==> config.mk <==
export PLATFORM = sky130hd
export DESIGN_NAME = calc_controller_gen2
export DESIGN_NICKNAME = d
export VERILOG_FILES = /design/src/rtl/calc_ctrl_pkg.sv /design/src/rtl/serial_key_decoder.sv /design/src/rtl/calc_controller_gen2.sv
export SDC_FILE = /design/constraint.sdc
export NUM_CORES = 1
export LEC_CHECK = 0
export BUFFER_PORTS_ARGS = -buffer_cell sky130_fd_sc_hd__buf_2
export CORE_UTILIZATION = 35
export CTS_CLUSTER_DIAMETER = 30
export CTS_CLUSTER_SIZE = 8
export DETAILED_ROUTE_END_ITERATION = 12
export GPL_TIMING_DRIVEN = 0
export PLACE_DENSITY_LB_ADDON = 0.25
export SETUP_SLACK_MARGIN = 0.4
export SLEW_MARGIN = 20
export SYNTH_ARGS = -nofsm -noshare
export SYNTH_HDL_FRONTEND = slang
export SYNTH_SLANG_ARGS = --single-unit
==> constraint.sdc <==
create_clock -name clk_i -period 4.8 [get_ports clk_i]
set_input_delay 0.72 -clock clk_i [delete_from_list [all_inputs] [get_ports clk_i]]
set_output_delay 0.72 -clock clk_i [all_outputs]
set_load 0.02 [all_outputs]
==> src/rtl/calc_ctrl_pkg.sv <==
// Shared types and constants for the second-generation calculator controller.
package calc_ctrl_pkg;

  typedef enum logic [2:0] {
    LOCKED,
    IDLE,
    SAMPLE,
    ACCESS,
    XFER,
    ERR
  } state_t;

  localparam int MODE_BURST_BIT = 0;

  localparam logic RW_READ  = 1'b0;
  localparam logic RW_WRITE = 1'b1;

  // $clog2 that never returns 0, so a 1-entry range still gets a 1-bit counter.
  function automatic int clog2_min1(input int value);
    return (value > 1) ? $clog2(value) : 1;
  endfunction

endpackage

==> src/rtl/serial_key_decoder.sv <==
// Serial MSB-first key+mode receiver; pulses unlock_o on the cycle the final
// bit arrives and the key field matches.
module serial_key_decoder #(
  parameter int                KEY_W     = 4,
  parameter logic [KEY_W-1:0]  KEY_VALUE = 4'b1011,
  parameter int                MODE_W    = 2
) (
  input  logic              clk_i,
  input  logic              reset_i,
  input  logic              input_key_i,
  input  logic              valid_cmd_i,
  input  logic              enable_i,
  output logic              unlock_o,
  output logic [MODE_W-1:0] mode_o
);

  localparam int SR_W = KEY_W + MODE_W;
  localparam int CW   = $clog2(SR_W + 1);
  localparam logic [CW-1:0] CNT_LAST = CW'(SR_W - 1);

  // Only the first SR_W-1 bits are stored; the final bit is compared as it arrives.
  logic [SR_W-2:0] sr_q, sr_d;
  logic [SR_W-1:0] shifted;
  logic [CW-1:0]   cnt_q, cnt_d;
  logic            last_bit;
  logic            key_match;

  always_comb begin
    shifted   = {sr_q, input_key_i};
    last_bit  = (cnt_q == CNT_LAST);
    key_match = (shifted[SR_W-1 -: KEY_W] == KEY_VALUE);
    unlock_o  = enable_i && valid_cmd_i && last_bit && key_match;
    mode_o    = shifted[MODE_W-1:0];
    sr_d      = '0;
    cnt_d     = '0;
    // A gap in the strobe, a completed word or leaving LOCKED all restart reception.
    if (enable_i && valid_cmd_i && !last_bit) begin
      sr_d  = shifted[SR_W-2:0];
      cnt_d = cnt_q + 1'b1;
    end
  end

  always_ff @(posedge clk_i) begin
    if (reset_i) begin
      sr_q  <= '0;
      cnt_q <= '0;
    end else begin
      sr_q  <= sr_d;
      cnt_q <= cnt_d;
    end
  end

endmodule

==> src/rtl/calc_controller_gen2.sv <==
// Calculator controller: serial unlock, then SAMPLE/ACCESS/XFER sequencing with
// bursts, per-beat transfer timeout and idle auto re-lock. All outputs registered.
module calc_controller_gen2
  import calc_ctrl_pkg::*;
#(
  parameter int               KEY_W        = 4,
  parameter logic [KEY_W-1:0] KEY_VALUE    = 4'b1011,
  parameter int               MODE_W       = 2,
  parameter int               BURST_LEN    = 4,
  parameter int               XFER_TIMEOUT = 16,
  parameter int               IDLE_TIMEOUT = 256,
  localparam int              BW           = clog2_min1(BURST_LEN)
) (
  input  logic              clk_i,
  input  logic              reset_i,
  input  logic              input_key_i,
  input  logic              valid_cmd_i,
  input  logic              rw_i,
  input  logic              transfer_done_i,
  output logic              active_o,
  output logic [MODE_W-1:0] mode_o,
  output logic              access_mem_o,
  output logic              rw_mem_o,
  output logic              sample_data_o,
  output logic              transfer_data_o,
  output logic              busy_o,
  output logic              error_o,
  output logic [BW-1:0]     beat_idx_o,
  output state_t            dbg_state_o
);

  localparam int IW = clog2_min1(IDLE_TIMEOUT);
  localparam int TW = clog2_min1(XFER_TIMEOUT);
  localparam logic [IW-1:0] IDLE_LAST = IW'(IDLE_TIMEOUT - 1);
  localparam logic [TW-1:0] TMR_LAST  = TW'(XFER_TIMEOUT - 1);
  localparam logic [BW-1:0] BEAT_LAST = BW'(BURST_LEN - 1);

  state_t            state_q, state_d;
  logic [BW-1:0]     beat_q, beat_d, last_beat;
  logic [IW-1:0]     idle_q, idle_d;
  logic [TW-1:0]     tmr_q, tmr_d;
  logic              rw_q, rw_d;
  logic [MODE_W-1:0] mode_q, mode_d;
  logic              active_q, access_q, sample_q, xfer_q, busy_q, error_q;
  logic              key_unlock;
  logic [MODE_W-1:0] key_mode;

  serial_key_decoder #(
    .KEY_W     (KEY_W),
    .KEY_VALUE (KEY_VALUE),
    .MODE_W    (MODE_W)
  ) u_key (
    .clk_i       (clk_i),
    .reset_i     (reset_i),
    .input_key_i (input_key_i),
    .valid_cmd_i (valid_cmd_i),
    .enable_i    (state_q == LOCKED),
    .unlock_o    (key_unlock),
    .mode_o      (key_mode)
  );

  assign last_beat = mode_q[MODE_BURST_BIT] ? BEAT_LAST : '0;

  // valid_cmd_i is a one-cycle strobe with no ready: it is taken only in IDLE
  // (or as a key bit in LOCKED); strobes while busy_o=1 are dropped, never queued.
  always_comb begin
    state_d = state_q;
    beat_d  = beat_q;
    idle_d  = idle_q;
    tmr_d   = tmr_q;
    rw_d    = rw_q;
    mode_d  = mode_q;
    unique case (state_q)
      LOCKED: begin
        if (key_unlock) begin
          state_d = IDLE;
          mode_d  = key_mode;
          idle_d  = '0;
        end
      end
      IDLE: begin
        if (valid_cmd_i) begin
          state_d = SAMPLE;
          rw_d    = rw_i;
          beat_d  = '0;
          idle_d  = '0;
        end else if (idle_q == IDLE_LAST) begin
          state_d = LOCKED;
          mode_d  = '0;
          idle_d  = '0;
        end else begin
          idle_d = idle_q + 1'b1;
        end
      end
      SAMPLE: state_d = ACCESS;
      ACCESS: begin
        tmr_d   = '0;
        state_d = XFER;
      end
      XFER: begin
        // Done is checked before the timer so a late acknowledge still succeeds.
        if (transfer_done_i) begin
          tmr_d = '0;
          if (beat_q != last_beat) begin
            beat_d  = beat_q + 1'b1;
            state_d = ACCESS;
          end else begin
            beat_d  = '0;
            idle_d  = '0;
            state_d = IDLE;
          end
        end else if (tmr_q == TMR_LAST) begin
          state_d = ERR;
        end else begin
          tmr_d = tmr_q + 1'b1;
        end
      end
      ERR: begin
        state_d = LOCKED;
        mode_d  = '0;
        beat_d  = '0;
        tmr_d   = '0;
      end
      default: state_d = LOCKED;
    endcase
  end

  always_ff @(posedge clk_i) begin
    if (reset_i) begin
      state_q  <= LOCKED;
      beat_q   <= '0;
      idle_q   <= '0;
      tmr_q    <= '0;
      rw_q     <= RW_READ;
      mode_q   <= '0;
      active_q <= 1'b0;
      access_q <= 1'b0;
      sample_q <= 1'b0;
      xfer_q   <= 1'b0;
      busy_q   <= 1'b0;
      error_q  <= 1'b0;
    end else begin
      state_q  <= state_d;
      beat_q   <= beat_d;
      idle_q   <= idle_d;
      tmr_q    <= tmr_d;
      rw_q     <= rw_d;
      mode_q   <= mode_d;
      active_q <= (state_d != LOCKED);
      access_q <= (state_d == ACCESS);
      sample_q <= (state_d == SAMPLE);
      xfer_q   <= (state_d == XFER);
      busy_q   <= (state_d inside {SAMPLE, ACCESS, XFER, ERR});
      error_q  <= (state_d == ERR);
    end
  end

  assign active_o        = active_q;
  assign mode_o          = mode_q;
  assign access_mem_o    = access_q;
  assign rw_mem_o        = rw_q;
  assign sample_data_o   = sample_q;
  assign transfer_data_o = xfer_q;
  assign busy_o          = busy_q;
  assign error_o         = error_q;
  assign beat_idx_o      = beat_q;
  assign dbg_state_o     = state_q;

endmodule

* Word level (Yosys, flattened, before mapping) *
Index checks and enable logic that the tools add are counted.

operators by class
  add/subtract/negate cells = 4
  equal/unequal tests = 21
  muxes and demuxes = 25
  bitwise operators = 1
  reduce and logical (&&, ||, !) cells = 19

operators with widths
  cell                   count
  $mux W8                5
  $pmux W8 S3            1
  $mux W2                8
  $eq A3 B3 Y1 const B   5
  $mux W3                5
  $pmux W3 S5            1
  $eq A3 B2 Y1 const B   4
  $ne A2 B2 Y1 const B   6
  $pmux W2 S3            2
  $reduce_bool A3 Y1     4
  $add A8 B1 Y8 const B  1
  $eq A4 B4 Y1 const B   2
  $eq A8 B8 Y1 const B   1
  $mux W4                2
  $pmux W4 S2            1
  $reduce_and A4 Y1      2
  $add A4 B1 Y4 const B  1
  $logic_and A1 B1 Y1    4
  $reduce_and A2 Y1      2
  $reduce_bool A4 Y1     1
  $reduce_or A2 Y1       2
  $add A3 B1 Y3 const B  1
  $eq A3 B1 Y1 const B   1
  $logic_not A3 Y1       1
  other kinds (7)        7

storage, ports and cells
  flip-flop bits (word level) = 34
  bits of input ports = 6
  output and inout port bits = 14
  logic and storage cells = 84

* Longest topological paths before layout *
Gate-level depths: netlist of the first run.

  depth in word-level cells = 8
  mapped depth = 6
  mapped depth without buffers = 6

* By module *
Synthesis of the first run repeated with hierarchy kept, for this count alone.

second synthesis, totals
  cell total of the unflattened synthesis = 177
  area, all modules = 1,581.5 µm²

modules (own cells, without submodules)
  module                times used  cells an instance  area an instance (µm²)  sequential area each (µm²)
  calc_controller_gen2  1           145                1,266.2                 520.5
  serial_key_decoder    1           32                 315.3                   160.2

* Worst setup path before layout of the first run *
OpenSTA, ideal clock, no wires.

  path kind = input -> register
  start = input port valid_cmd_i
  end = register idle_q[3]
  library setup time = 88 ps
  data arrival time = 1,888 ps
  data required time = 4,712 ps
  slack = 2,824 ps
  stages on the path = 5
  path buffers = 1
  cell sequence = or4b_4 > buf_6 > a41oi_4 > a41oi_2 > a311oi_2

on the way
  longest elaborated chain between the ends = 5
  elaborated cells on any way between the ends = 7
  those cells by class = eq/ne: 1; mux: 2; reduce/logical: 4

ends and longest elaborated chain
  element                             RTL line                     RTL
  from (decl)                         calc_controller_gen2.sv:17   input logic valid_cmd_i,
  $logic_and A1 B1 Y1 (3 in a row)    serial_key_decoder.sv:32     unlock_o = enable_i && valid_cmd_i && last_bit && key_match;
  $ne A2 B2 Y1 (no source line)       --
  $reduce_and A4 Y1 (no source line)  --
  to (signal assigned)                calc_controller_gen2.sv:145  idle_q <= idle_d;
  to (decl)                           calc_controller_gen2.sv:40   logic [IW-1:0] idle_q, idle_d;

Parallel ways exist; a longest one is shown, timed or not.
A chain may end at the register's enable or synchronous reset.

* Worst setup path in the final report of the first run *
  start = register state_q[0] (netlist: dbg_state_o[0])
  end = register idle_q[7]

on the way
  longest elaborated chain between the ends = 6
  elaborated cells on any way between the ends = 12
  those cells by class = eq/ne: 5; mux: 1; reduce/logical: 6

ends and longest elaborated chain
  element                             RTL line                                                RTL
  from (decl)                         calc_controller_gen2.sv:38                              state_t state_q, state_d;
  from (signal assigned)              calc_controller_gen2.sv:143                             state_q <= state_d;
  $logic_not A3 Y1                    calc_controller_gen2.sv:57, calc_controller_gen2.sv:73
  $logic_and A1 B1 Y1 (3 in a row)    serial_key_decoder.sv:32
  $ne A2 B2 Y1 (no source line)       --
  $reduce_and A4 Y1 (no source line)  --

Parallel ways exist; a longest one is shown, timed or not.

==> results of run 1 <==
[worst paths after layout]
| path | depth (start not counted) | to | slack, ns | start |
|---|---|---|---|---|
| worst max-delay path | 5 | idle_q[7] | 2.79 | dbg_state_o[0] |
| worst min-delay path | 1 | u_key.cnt_q[0] | 0.46 | u_key.cnt_q[0] |
| worst max register to register | 5 | idle_q[7] | 2.79 | dbg_state_o[0] |
| worst min register to register | 1 | u_key.cnt_q[0] | 0.46 | u_key.cnt_q[0] |
[logic make-up after synthesis]
family / count (synthesis) / synth area share [%]
XOR/XNOR: 1 / 0.522
AO/OA/AOI/OAI: 44 / 20.9
adder cells (fa/ha/maj): 4 / 2.99
buffers and inverters: 12 / 3.66
flip-flops: 34 / 40.6
multiplexers: 5 / 2.99
AND/OR/NAND/NOR: 85 / 28.4
[through the flow]
| step | cell area (sq um) | hold WS, ns |
|---|---|---|
| finish | 1950 | 0.457 |
| global route | 1950 | 0.481 |
| CTS | 1950 | 0.463 |
| detailed placement | 1840 | 0.437 |
| global placement | 1840 | 0.433 |
| floorplan | 1680 | 0.421 |
[layout make-up]
class	count	area (sq um)	share of cell area, %
Tap cell	52	65.1	3.34
Multi-Input combinational cell	139	935	48.0
Timing Repair Buffer	19	95.1	4.89
Sequential cell	34	681	35.0
Clock inverter	3	40.0	2.06
Clock buffer	5	68.8	3.54
Buffer	9	50.0	2.57
Inverter	3	11.3	0.579
[flip-flops by register name, summed over array words and instances (netlist names), 2 cells and up]
name         flops
u_key.cnt_q      3
mode_o           2
beat_idx_o       2
dbg_state_o      3
u_key.sr_q       5
tmr_q            4
idle_q           8
[power by group through the flow]
stage | combinational (mW) | clock [mW] | sequential (mW)
finish | 0.0151 | 0.258 | 0.284
CTS | 0.0154 | 0.266 | 0.284
detailed placement | 0.0152 | 0 | 0.291
global placement | 0.0151 | 0 | 0.291
global route | 0.0171 | 0.276 | 0.284
floorplan | 0.00898 | 0 | 0.291
[cells in the final DEF (no fill, tap or decap), drive strengths merged, types with 5 or more instances in the layout]
master / Yosys / final
nand2: 15 / 15
dfxtp: 34 / 34
clkbuf: 6 / 11
and2: 5 / 5
nand3: 7 / 7
a21oi: 10 / 10
mux2i: 5 / 5
nor3: 5 / 5
o21ai: 5 / 5
buf: 3 / 22
nor2: 15 / 15
nand2b: 10 / 10
[layer usage]
metal	routed length, um	track usage, %	vias up
met5	0	0	-
met4	49	6.00	0
met3	112	4.36	4
met2	1550	22.5	27
met1	1780	20.1	663
li1	-	-	736
==> qor.yml, run 1 <==
synthesis:
  ys_warn_count: 0
  syn_area_sq_um: 1680
  synthesis.nets: 195
  synthArstFlopShare_pct: 0
  yosysUniqueCellTypes: 49
  ys_seq_elements: 34
  netlist_top_cells_count: "dfxtp_1, nand2_1, nor2_1, a21oi_1, nand2b_1"
  synthCells: 185
  synth_area_per_cell_sq_um: 9.06
  synth_top_cell_area_share_pct: 40.6
  synth-main-ff-cell: "dfxtp_1"
  yosys.area.top_type: "dfxtp_1"
  yosysMostFrequentCell: "dfxtp_1"
  synth_area_leaders: "dfxtp_1, nand2b_1, nand2_1, nor2_1, a21oi_1"
  yosysSeqAreaShare_pct: 40.6
  synth_edf_count: 0
die:
  start_util_pct: 37.5
  die-area_sq_um: 5070
  core-area_sq_um: 4470
  die_x_um: 71.2
  rows: 24
  num_io_pins: 20
  die_h_um: 71.2
route:
  drc: 2
  routedWlPerCell_um: 13.2
  first_pass_iters: 8
  ant_nets: 0
  vias: 1430
  dr.first_iter.drc_count: 71
  viasPerCell: 5.42
  drt-total-wl_um: 3490
timing:
  maxSlewHeadroom_pct: 47.6
  tightestPinTransition_ns: 0.780
  rsz0062_at_grt: "no"
  tns_ns: 0
  slew_viol_final: 0
  layout_setup_ws_ns: 2.79
  fin_skew_ns: 0.00364
  finalHoldViolations: 0
  period_needed_ns: 2.01
  finalSetupViolCount: 0
  fmax_ghz: 0.497
  period_share_pct: 41.9
final_layout:
  utilization_pct: 43.5
  final_cells: 264
  nets: 221
  fillers: 457
  insertedDiodeCount: 0
  area_growth_pct: 16.0
  drive_gt1_share_pct: 18.4
power:
  p_int_mw: 0.442
  p_seq_share_pct: 51.0
  p_sw_mw: 0.115
  p_per_area_nw_per_um2: 286
  p_clk_share_pct: 46.3
  peakVddDrop_mv: 0.166
  pwr-share-comb_pct: 2.7
  power_leakage_nw: 0.759
  post-layout-total-power_mw: 0.557
  switching_share_pct: 20.7
place:
  post-place-ws_ns: 2.60
  dp_hpwl_um: 2520
  gp_congestion: 0.799
  port_buffers: 19
  dpl.cell_count: 256
cts:
  cts_root_buffer: "clkbuf_8"
  cts_tree: "done"
  ctsHtreeMaxLevel: 2
  numClockSinks: 34
  ctsHoldBuffers: 0
  worstSkewPairLatency_ns: 0.29
  cts_setup_buffers: 0
  cts_max_path_buffers: 2
  ctsResizeCount: 0
  cts_made_buffers: 5
  clk_pin_slew_ns: 0.07
critical_path:
  cp_slowest_cell: "o31ai_1"
  cpPeakStageDelay_ns: 0.68
  crit_buf_inv: 2
  cp.required_ns: 4.93
  crit_chain: "buf_2, clkbuf_1, a41oi_1, o31ai_1, o32ai_1"
  cp_max_fo: 10
  path_class: "flop to flop"
  end_kind: "flop"
  critPathTopFamily: "compound AO/OA/AOI/OAI gates"
  crit_arrival_ns: 2.15
  cp-start-kind: "flop"
run_status:
  violations: "design-rule violations"
  status: "finished with violations"
grt:
  grt_pass1_vias: 1250
  grt_overflow: 0
  antenna_found_initial: 0
  grt_first_pass_wirelength_um: 5890
  grt_max_degree: 12
  gr-usage-all-layers_pct: 14.9
min_path:
  hold_class: "flop to flop"
flow_run:
  cap_violations: 0
Note: power is estimated with default switching activity, not from simulation.
==> run 2, diff against run 1 <==
==> constraint.sdc (replaced) <==
create_clock -name clk_i -period 2.05 [get_ports clk_i]
set_input_delay 0.3075 -clock clk_i [delete_from_list [all_inputs] [get_ports clk_i]]
set_output_delay 0.3075 -clock clk_i [all_outputs]
set_load 0.02 [all_outputs]
==> run 2 against run 1 <==
Against the previous run:
- the flow now finishes without violations
- core utilization increased by 4.8 points
- sequential power increased by 130%
- die area unchanged
- routed wire length increased by 4.4%
- total power increased by 120%
- setup slack got worse by 2.4 ns
- count of clock-buffer cells in the layout increased by 2
- global-route usage increased by 0.71 points
==> qor.yml, run 2 (synthesis results as in run 1) <==
final_layout:
  final_common_cell: "dfxtp_1"
  final_cell_mix: "dfxtp_1, buf_2, nand2_1"
  utilization_pct: 48.3  # +4.8 points
  fillers: 419  # -8.3%
  insertedDiodeCount: 0  # unchanged
  top_regs: "idle_q (8), u_key.sr_q (5), tmr_q (4)"
  top_register: "idle_q"
  largest_register_ffs: 8  # unchanged
  nets: 233  # +5.4%
  drive_gt1_share_pct: 33.9  # +16 points
  area_growth_pct: 28.9
grt:
  grt_overflow: 0  # unchanged
  gr-usage-met2_pct: 23.7  # +1.2 points
  gr-max-usage-layer: "met2"
  grt_first_pass_wirelength_um: 6110  # +3.8%
  grt_max_degree: 11  # -1
  grt_util_met1_pct: 21.0  # +0.95 points
  use_met3_pct: 4.64  # +0.28 points
  antenna_found_initial: 0  # unchanged
  grt_pass1_vias: 1314  # +5.1%
  gr-usage-all-layers_pct: 15.6  # +0.71 points
die:
  die-area_sq_um: 5070  # unchanged
  core-area_sq_um: 4470  # unchanged
  num_io_pins: 20  # unchanged
  start_util_pct: 37.5  # unchanged
  die_x_um: 71.2  # unchanged
  die_h_um: 71.2  # unchanged
  rows: 24  # unchanged
power:
  p_per_area_nw_per_um2: 561  # +96%
  peakVddDrop_mv: 0.366  # +120%
  power_leakage_nw: 0.855  # +13%
  post-layout-total-power_mw: 1.21  # +120%
timing:
  maxSlewHeadroom_pct: 60.3  # +13 points
  period_needed_ns: 1.71  # -0.303 ns
  finalHoldViolations: 0  # unchanged
  finalSetupViolCount: 0  # unchanged
  period_share_pct: 83.4  # +41 points
  fin_skew_ns: 0.00650  # +0.00285 ns
  tightestPinTransition_ns: 0.596  # -0.184 ns
  slew_viol_final: 0  # unchanged
  hold_ws_ns: 0.245  # -0.212 ns
  tns_ns: 0  # unchanged
  rsz0062_at_grt: "yes"
  fmax_ghz: 0.585  # +18%
cts:
  clk_pin_slew_ns: 0.07  # about the same
  numClockSinks: 34  # unchanged
  ctsHoldBuffers: 0  # unchanged
  cts_made_buffers: 5  # unchanged
  worstSkewPairLatency_ns: 0.28  # about the same
  cts_root_buffer: "clkbuf_8"
  cts_max_path_buffers: 2  # unchanged
  ctsHtreeMaxLevel: 2  # unchanged
  cts_tree: "done"
min_path:
  hold_class: "input port to flop"
route:
  vias: 1458  # +2.0%
  first_pass_iters: 4  # -4
  drt-total-wl_um: 3650  # +4.4%
  ant_nets: 0  # unchanged
  routedWlPerCell_um: 13.2  # -0.13%
  viasPerCell: 5.28  # -2.5%
  drc: 0  # -2
  dr.first_iter.drc_count: 58  # -18%
run_status:
  status: "finished clean"
place:
  gp_congestion: 0.719  # -10%
  dp_hpwl_um: 2490  # -0.89%
  port_buffers: 19  # unchanged
critical_path:
  cp_max_fo: 4  # -6
  end_kind: "flop"
  cp.required_ns: 2.25  # -2.68 ns
  crit_arrival_ns: 1.91  # -0.24 ns
  path_class: "flop to flop"
  cp-start-kind: "flop"
flow_run:
  cap_violations: 0  # unchanged
## run 2: per-layer routing
| layer | part of all wire [%] | wire length, um | up-vias |
|---|---|---|---|
| met1 | 52 | 1900 | 668 |
| met2 | 43 | 1580 | 25 |
| li1 | - | - | 763 |
| met4 | 0.55 | 20 | 0 |
| met3 | 3.8 | 139 | 2 |
| met5 | 0 | 0 | - |
## run 2: critical path, stage by stage, from the launching register on
cell and delay (ns):
dfxtp_4 0.34, buf_6 0.11, or4b_4 0.47, buf_6 0.14, a41o_1 0.23, o311a_4 0.15
o211ai_1 0.18
## run 2: final cells by class
cell class | count | area, sq um | area share [%]
well taps | 52 | 65.1 | 3.01
flip-flops and latches | 34 | 699 | 32.4
repair buffers | 31 | 189 | 8.74
clock buffers | 7 | 86.3 | 4.00
plain buffers | 9 | 62.6 | 2.90
inverters | 3 | 11.3 | 0.521
clock inverters | 1 | 5.00 | 0.232
multi-input cells | 139 | 1040 | 48.2
## run 2: final timing paths
path	startpoint	to	slack, ns	depth (start not counted)
hold reg to reg	u_key.cnt_q[0]	u_key.cnt_q[0]	0.45	1
hold / removal	input_key_i	u_key.sr_q[0]	0.25	2
setup reg to reg	dbg_state_o[1]	active_o	0.34	6
setup / recovery	dbg_state_o[1]	active_o	0.34	6
## run 2: per-stage QoR
step / cells / setup WS (ns) / area [sq um]
floorplan: 185 / 0.355 / 1700
global route: 276 / 0.287 / 2160
global placement: 256 / 0.0392 / 1860
CTS: 269 / 0.313 / 2030
detailed placement: 256 / 0.0510 / 1860
finish: 276 / 0.340 / 2160
## run 2: power by group
group,internal [mW],switching [mW],total [mW]
logic,0.0169,0.0236,0.0405
clock network,0.271,0.240,0.511
registers,0.659,0.00286,0.662
total,0.947,0.266,1.21
## run 2: what timing repair did
action | CTS | global route
pin swaps | 7 | 6
cloned | 0 | 0
setup endpoints to repair | 13 | 24
setup buffers | 5 | 7
gates resized for setup | 12 | 25
==> run 3, diff against run 2 <==
==> constraint.sdc (replaced) <==
create_clock -name clk_i -period 1.6 [get_ports clk_i]
set_input_delay 0.24 -clock clk_i [delete_from_list [all_inputs] [get_ports clk_i]]
set_output_delay 0.24 -clock clk_i [all_outputs]
set_load 0.02 [all_outputs]
==> run 3 against run 2 <==
Against the previous run:
- the run now ends with design-rule violations, negative setup slack left
- setup slack got worse by 0.46 ns
- sequential power rose by 28%
- final cell count rose by 0.36%
- sequential share of layout area fell by 2.4 points
- worst hold slack got worse by 0.072 ns
- core utilization rose by 4.2 points
- via count rose by 2.5%
- global-route usage rose by 0.34 points
- routed wire length rose by 8.5%
- combinational power rose by 53%
- critical path type unchanged
- largest cell class unchanged
==> qor.yml, run 3 (synthesis results as in run 1) <==
run_status:
  status: "finished with violations"
  violations: "design-rule violations, negative setup slack"
route:
  drc: 2  # +2
  ant_nets: 0  # unchanged
  first_pass_iters: 8  # +4
  routedWlPerCell_um: 14.3  # +8.1%
  dr.first_iter.drc_count: 66  # +14%
  viasPerCell: 5.39  # +2.1%
  drt-total-wl_um: 3960  # +8.5%
  vias: 1494  # +2.5%
grt:
  grt_first_pass_wirelength_um: 6380  # +4.4%
  grt_overflow: 0  # unchanged
  grt_max_degree: 11  # unchanged
  gr-usage-all-layers_pct: 16.0  # +0.34 points
  antenna_found_initial: 0  # unchanged
  grt_pass1_vias: 1393  # +6.0%
timing:
  tightestPinTransition_ns: 0.593  # -0.00236 ns
  period_share_pct: 108  # +24 points
  hold_ws_ns: 0.173  # -0.0721 ns
  layout_setup_ws_ns: -0.124  # -0.464 ns
  tns_ns: -0.509  # -0.509 ns
  fin_skew_ns: 0.00237  # -0.00412 ns
  slew_viol_final: 0  # unchanged
  rsz0062_at_grt: "yes"
  period_needed_ns: 1.72  # +0.0138 ns
  fmax_ghz: 0.580  # -0.80%
  finalHoldViolations: 0  # unchanged
  finalSetupViolCount: 11  # +11
  maxSlewHeadroom_pct: 60.5  # +0.16 points
flow_run:
  cap_violations: 0  # unchanged
final_layout:
  final_common_cell: "dfxtp_1"
  utilization_pct: 52.5  # +4.2 points
  nets: 234  # +0.43%
  seq_area_sq_um: 703  # +0.54%
  area_growth_pct: 40.1
  drive_gt1_share_pct: 43.1  # +9.2 points
  top_register: "idle_q"
  fillers: 399  # -4.8%
  insertedDiodeCount: 0  # unchanged
  multi_input_area_sq_um: 1160  # +11%
  largest_register_ffs: 8  # unchanged
  final_cell_mix: "dfxtp_1, buf_2, nand2_1"
  top_regs: "idle_q (8), u_key.sr_q (5), tmr_q (4)"
  fin_area_sq_um: 2350  # +8.7%
  final_cells: 277  # +0.36%
cts:
  numClockSinks: 34  # unchanged
  ctsHoldBuffers: 0  # unchanged
  cts_made_buffers: 5  # unchanged
  ctsHtreeMaxLevel: 2  # unchanged
  cts_max_path_buffers: 2  # unchanged
  clk_pin_slew_ns: 0.07  # about the same
  worstSkewPairLatency_ns: 0.28  # about the same
  cts_tree: "done"
  cts_root_buffer: "clkbuf_8"
power:
  p_seq_share_pct: 54.3  # -0.2 points
  p_clk_share_pct: 41.7  # -0.4 points
  peakVddDrop_mv: 0.527  # +44%
  post-layout-total-power_mw: 1.56  # +29%
  switching_share_pct: 22.1  # +0.11 points
  p_int_mw: 1.22  # +28%
  p_per_area_nw_per_um2: 664  # +18%
  p_sw_mw: 0.344  # +29%
  pwr-share-comb_pct: 4.0  # +0.7 points
  power_leakage_nw: 0.882  # +3.2%
critical_path:
  worst_r2r_endpoint: "idle_q[5]"
  rrSetupSlack_ns: -0.12  # -0.46 ns
  worst_r2r_startpoint: "dbg_state_o[1]"
  cp.required_ns: 1.80  # -0.45 ns
  crit_arrival_ns: 1.92  # about the same
  end_kind: "flop"
  path_class: "flop to flop"
  cp-start-kind: "flop"
  crit_start: "dbg_state_o[1]"
  rr_worst_depth: 6  # unchanged
  cp_max_fo: 5  # +1
die:
  rows: 24  # unchanged
  die-area_sq_um: 5070  # unchanged
  die_x_um: 71.2  # unchanged
  num_io_pins: 20  # unchanged
  start_util_pct: 37.5  # unchanged
  die_h_um: 71.2  # unchanged
  core-area_sq_um: 4470  # unchanged
place:
  dp_hpwl_um: 2620  # +5.2%
  dpl.cell_count: 256  # unchanged
  gp_congestion: 0.752  # +4.6%
  postPlaceCellArea_sq_um: 1980  # +6.6%
  port_buffers: 19  # unchanged
  post-place-ws_ns: -0.139  # -0.190 ns
min_path:
  worstHoldStart: "input_key_i"
  hold_class: "input port to flop"
  min_to: "u_key.sr_q[0]"
  hold_depth: 2  # unchanged
==> run 3: changes by cell type in the layout (fill, tap and decap cells not counted), sizes merged <==
cell  change
buf       +1
==> run 3: area by class of cell <==
class | instances | share of cell area, %
Multi-Input combinational cell | 139 | 49.4
Sequential cell | 34 | 29.9
Timing Repair Buffer | 32 | 9.16
Buffer | 9 | 4.37
Clock buffer | 7 | 3.67
Tap cell | 52 | 2.77
Inverter | 3 | 0.479
Clock inverter | 1 | 0.213
==> run 3: worst max-delay path, stage by stage, from the launching register on <==
cell	delay, ns
dfxtp_4	0.35
buf_6	0.11
or4b_4	0.47
buf_6	0.15
a41oi_4	0.23
a21oi_1	0.11
a311oi_1	0.23
==> run 3: worst max path at each step <==
stage	end	slack [ns]	cells after the start
after detailed placement	idle_q[3]	-0.14	6
final	idle_q[5]	-0.12	6
after global placement	idle_q[3]	-0.13	6
after global routing	idle_q[5]	-0.16	6
after CTS	idle_q[5]	-0.11	6
after floorplan	idle_q[3]	-0.09	6
==> run 3: layer usage <==
layer	vias up	track usage (%)	part of all wire, %
met5	-	0	0
met4	0	7.33	1.4
met3	5	3.94	2.9
met2	19	26.3	48
met1	710	19.7	48
li1	760	-	-
==> run 3: repair_timing <==
| action | in CTS | in global routing |
|---|---|---|
| endpoints found under the setup margin | 34 | 35 |
| resized for setup | 22 | 25 |
| hold endpoints to repair | 0 | 0 |
| buffers inserted | 4 | 9 |
| pin swaps | 16 | 16 |
| gates cloned | 0 | 0 |
==> run 3: power groups by stage <==
stage / combinational [mW] / sequential (mW) / clock (mW)
after floorplan: 0.0310 / 0.867 / 0
after global placement: 0.0510 / 0.867 / 0
after detailed placement: 0.0531 / 0.868 / 0
after CTS: 0.0604 / 0.848 / 0.671
after global routing: 0.0681 / 0.847 / 0.721
final: 0.0621 / 0.848 / 0.650
